## src/rtl/rename_pkg.sv

```systemverilog
// Rename-stage shared constants and tag types, reused by the RAT, ROB, issue logic and free list.
package rename_pkg;

   localparam int unsigned ARCH_REGS   = 32;
   localparam int unsigned PHYS_REGS   = 64;
   localparam int unsigned PR_BITS     = $clog2(PHYS_REGS);
   localparam int unsigned FL_DEPTH    = PHYS_REGS - ARCH_REGS;
   localparam int unsigned FL_IDX_BITS = $clog2(FL_DEPTH);
   localparam int unsigned FL_PTR_BITS = FL_IDX_BITS + 1;

   typedef logic [PR_BITS-1:0]     phys_tag_t;
   typedef logic [FL_PTR_BITS-1:0] fl_ptr_t;

endpackage

```

## src/rtl/free_list.sv

```systemverilog
// Circular list of free physical tags feeding rename; commit returns old tags and a
// committed-head pointer restores all speculative allocations in one cycle on flush.
module free_list
   import rename_pkg::*;
(
   input  logic               clk,
   input  logic               rst,
   input  logic               alloc_req,
   output logic               alloc_valid,
   output logic [PR_BITS-1:0] alloc_phys,
   input  logic               commit_en,
   input  logic [PR_BITS-1:0] commit_old_phys,
   input  logic               flush,
   output logic [PR_BITS:0]   free_count
);

   phys_tag_t entries [FL_DEPTH];
   fl_ptr_t   head;
   fl_ptr_t   tail;
   fl_ptr_t   commit_head;
   fl_ptr_t   commit_head_nxt;
   fl_ptr_t   ptr_diff;
   logic      full;
   logic      do_alloc;
   logic      do_push;

   // Pointer difference carries the wrap bit, so 0 is empty and FL_DEPTH is full.
   assign ptr_diff    = fl_ptr_t'(tail - head);
   assign full        = (ptr_diff == fl_ptr_t'(FL_DEPTH));
   assign free_count  = (PR_BITS+1)'(ptr_diff);
   assign alloc_valid = (ptr_diff != '0) && !flush;
   assign alloc_phys  = entries[head[FL_IDX_BITS-1:0]];

   assign do_alloc        = alloc_req && alloc_valid;
   assign do_push         = commit_en && (commit_old_phys != '0) && !full;
   assign commit_head_nxt = fl_ptr_t'(commit_head + fl_ptr_t'(commit_en));

   // Flush rewinds head to the committed point, including this cycle's retirement.
   always_ff @(posedge clk or posedge rst) begin
      if (rst) begin
         for (int unsigned i = 0; i < FL_DEPTH; i++) begin
            entries[i] <= PR_BITS'(ARCH_REGS + i);
         end
         head        <= '0;
         tail        <= fl_ptr_t'(FL_DEPTH);
         commit_head <= '0;
      end else begin
         if (do_push) begin
            entries[tail[FL_IDX_BITS-1:0]] <= commit_old_phys;
            tail                           <= fl_ptr_t'(tail + 1'b1);
         end
         commit_head <= commit_head_nxt;
         if (flush) begin
            head <= commit_head_nxt;
         end else if (do_alloc) begin
            head <= fl_ptr_t'(head + 1'b1);
         end
      end
   end

   a_no_overflow : assert property (@(posedge clk) disable iff (rst)
      !(commit_en && (commit_old_phys != '0) && full))
      else $error("free_list: tag returned while list is full");

   a_commit_behind_head : assert property (@(posedge clk) disable iff (rst)
      fl_ptr_t'(head - commit_head) <= fl_ptr_t'(FL_DEPTH))
      else $error("free_list: commit_head passed head");

endmodule

```

## config.mk

```make
export PLATFORM = sky130hd
export DESIGN_NAME = free_list
export DESIGN_NICKNAME = d
export VERILOG_FILES = /design/src/rtl/rename_pkg.sv /design/src/rtl/free_list.sv
export SDC_FILE = /design/constraint.sdc
export NUM_CORES = 1
export LEC_CHECK = 0
export ABC_AREA = 1
export CORE_AREA = 2 2 164 166
export DETAILED_ROUTE_END_ITERATION = 8
export DIE_AREA = 0 0 166 168
export GPL_TIMING_DRIVEN = 0
export PLACE_DENSITY_LB_ADDON = 0.12
export RECOVER_POWER = 50
export SLEW_MARGIN = 5
export SYNTH_ARGS = -nofsm -noshare
export SYNTH_HDL_FRONTEND = slang
export SYNTH_SLANG_ARGS = --single-unit
```

## constraint.sdc

```tcl
create_clock -name clk -period 13.4 [get_ports clk]
set_input_delay 1.34 -clock clk [delete_from_list [all_inputs] [get_ports clk]]
set_output_delay 1.34 -clock clk [all_outputs]
set_load 0.02 [all_outputs]
```

==> results.yml <==
logic_synthesis:
  syn_area_sq_mm: 0.0116
  synthArstFlopShare_pct: 100
  yosysMostFrequentCell: "nand2_1"
  yosysTopAreaCellShare_pct: 25.7
  netlist_top_cells_area: "dfstp_2 (26%), dfrtp_1 (21%), nand2_1 (15%)"
  yosysSeqAreaShare_pct: 46.7
  ys_warn_count: 0
  syn_inst: 1479
  avgSynthCellArea_sq_um: 7.82
  synth_edf_count: 0
  synth_common_cells: "nand2_1 (475), nand4_1 (193), nor2_1 (187)"
  syn_nets: 1503
  synth_seq_cells: 210
  synth_cell_types: 30
  synth_largest_area_cell: "dfstp_2"
  ys.flop_type: "dfstp_2"
setup_path:
  crit_required_ns: 12.58
  r2r_start: "head[1]"
  crit_fanout: 111
  rr_endpoint: "entries[71]"
  start_kind: "input port"
  crit_path_start: "rst"
  crit_type: "in2async"
  rr_worst_depth: 15
  r2r_slack_ns: 9.94
  critPathArrivalTime_ns: 6.66
  cp-end-kind: "async pin"
final_layout:
  stdcell_count: 1883
  fin_nets: 1549
  area_delta_synth_final_pct: 12.5
  drive_gt1_share_pct: 15.4
  nFillCells: 2615
  multi_input_area_sq_mm: 0.00542
  diodes: 0
  seqCellArea_sq_mm: 0.00540
sta:
  setup_tns_ns: 0
  max_freq_mhz: 134
  setup_viol: 0
  period_share_pct: 55.8
  max-slew-margin-rel_pct: -305
  hold_viol_final: 0
  min_period_ns: 7.48
  rsz0062_at_grt: "false"
  slew_violations: 112
  fin_skew_ns: 0.0213
  worst_pin_slew_ns: 6.07
global_routing:
  grt_pass1_vias: 10600
  gr-total-overflow: 0
  antenna_found_initial: 1
  grt_pass1_wl_mm: 64.4
  grt_util_all_layers_pct: 29.9
  grt_max_degree: 112
cts:
  post_cts_buffers: 0
  htreeDepth: 1
  clk_pin_slew_worst_paths_ns: 0.05
  cts_resized: 0
  numCtsBuffers: 25
  clock_sinks: 210
  cts_buffer_depth: 3
  clk-insertion-delay-late_ns: 0.55
  clockRootBuffer: "clkbuf_16"
  cts_hold_buf: 0
  cts_tree: "yes"
power:
  max-vdd-ir-drop_mv: 0.173
  clock_power_share_pct: 21.1
  p_int_uw: 1790
  switching_share_pct: 44.8
  seqPwrFrac_pct: 32.4
  p_leak_uw: 0.00596
  combPwrFrac_pct: 46.5
  powerDensity_mw_per_mm2: 249
  switching_power_uw: 1450
run_status:
  status: "complete, but fails checks"
  violations: "capacitance limit, slew limit"
hold_path:
  hold_path_class: "reg2reg"
  hold_depth: 2
  min_to: "entries[103]"
  hp-start: "entries[103]"
routing:
  vias: 11100
  drtPass1Iterations: 6
  detail_route.vias_per_cell: 5.90
  totalWireLength_mm: 41.9
  route.detailed.drc: 0
  wire_per_inst_microns: 22.2
  ant_nets: 0
  first_iter_violations: 1330
floorplan:
  start_util_pct: 43.9
  core_sq_mm: 0.0264
  io_pins: 25
  die_area_sq_mm: 0.0279
  die-height_microns: 168
  die_w_microns: 166
  rows: 60
placed_design:
  gp_congestion: 0.982
  port_buffers: 17
  place_inst: 1839
  place_hpwl_mm: 29.0
flow_run:
  maxCapViolCount: 1
## cell type report
type | instances | share of cell area (%)
plain buffers | 113 | 4.76
clock buffers | 39 | 5.75
clock inverters | 5 | 0.500
inverters | 34 | 0.991
multi-input cells | 1122 | 41.7
flip-flops and latches | 210 | 41.5
well taps | 341 | 3.28
repair buffers | 19 | 1.55
## registers in the layout (all words and copies together), names as in the netlist
name	count
commit_head	6
tail	6
head	6
entries	192
## how the worst max path moves through the flow
stage	to	cells after the start	slack [ns]
3_5_place_dp	alloc_phys[0]	9	8.81
6_report	entries[187]	3	5.92
5_1_grt	entries[189]	3	4.50
3_3_place_gp	entries[163]	2	3.29
4_1_cts	alloc_phys[0]	9	8.22
2_1_floorplan	commit_head[0]	1	6.51
## worst max-delay path, stage by stage
cell,delay [ns]
dlygate4sd3_1,0.55
clkinvlp_2,0.42
clkbuf_1,4.26
## per-layer routing
metal / GRT usage (%) / wire [microns] / vias up
met5: 0 / 0 / -
met4: 12.5 / 2040 / 0
met3: 5.31 / 3530 / 127
met2: 45.9 / 18300 / 450
met1: 41.8 / 18000 / 5398
li1: - / - / 5131
## metrics by stage
| stage | area [sq um] | utilization [%] | hold slack [ns] | worst slack [ns] | power, uW |
|---|---|---|---|---|---|
| floorplan | 11600 | - | 0.436 | 6.51 | 1970 |
| global placement | 12200 | 46.2 | 0.449 | 3.29 | 2520 |
| detailed placement | 12200 | 46.4 | 0.451 | 8.81 | 2530 |
| CTS | 13000 | 49.5 | 0.460 | 8.22 | 3220 |
| global route | 13000 | 49.4 | 0.475 | 4.50 | 3420 |
| finish | 13000 | 49.4 | 0.460 | 5.92 | 3240 |
## cell families (layout without fill, tap and decap cells)
| family | count (synthesis) | count (layout) | share of synthesized area [%] |
|---|---|---|---|
| adders and majority gates | 13 | 13 | 1.47 |
| buffers and inverters | 147 | 210 | 6.46 |
| other | 1 | 1 | 0.0324 |
| xor gates and xnor gates | 11 | 11 | 0.833 |
| and+or+nand+nor | 930 | 930 | 36.8 |
| DFF | 210 | 210 | 46.7 |
| AOI/OAI and AO/OA | 167 | 167 | 7.71 |
## power groups by stage
stage / Clock (uW) / Combinational (uW) / Sequential, uW
finish: 684 / 1510 / 1050
global route: 715 / 1640 / 1070
CTS: 693 / 1480 / 1050
detailed placement: 0 / 1480 / 1050
global placement: 0 / 1460 / 1050
floorplan: 0 / 961 / 1010
## cell usage in the layout (no fill, tap or decap), types with 21 or more instances in the layout
cell type    n
clkbuf_16   25
nand3_1     38
inv_1       28
nand2_1    475
o22ai_1     35
dfrtp_1     97
buf_1       28
nor2_1     187
dfstp_2    113
buf_6       21
nand3_2     33
o21ai_0    123
nand4_1    193
buf_2       21
clkbuf_1    48
Power figures use the tool's default switching activity.
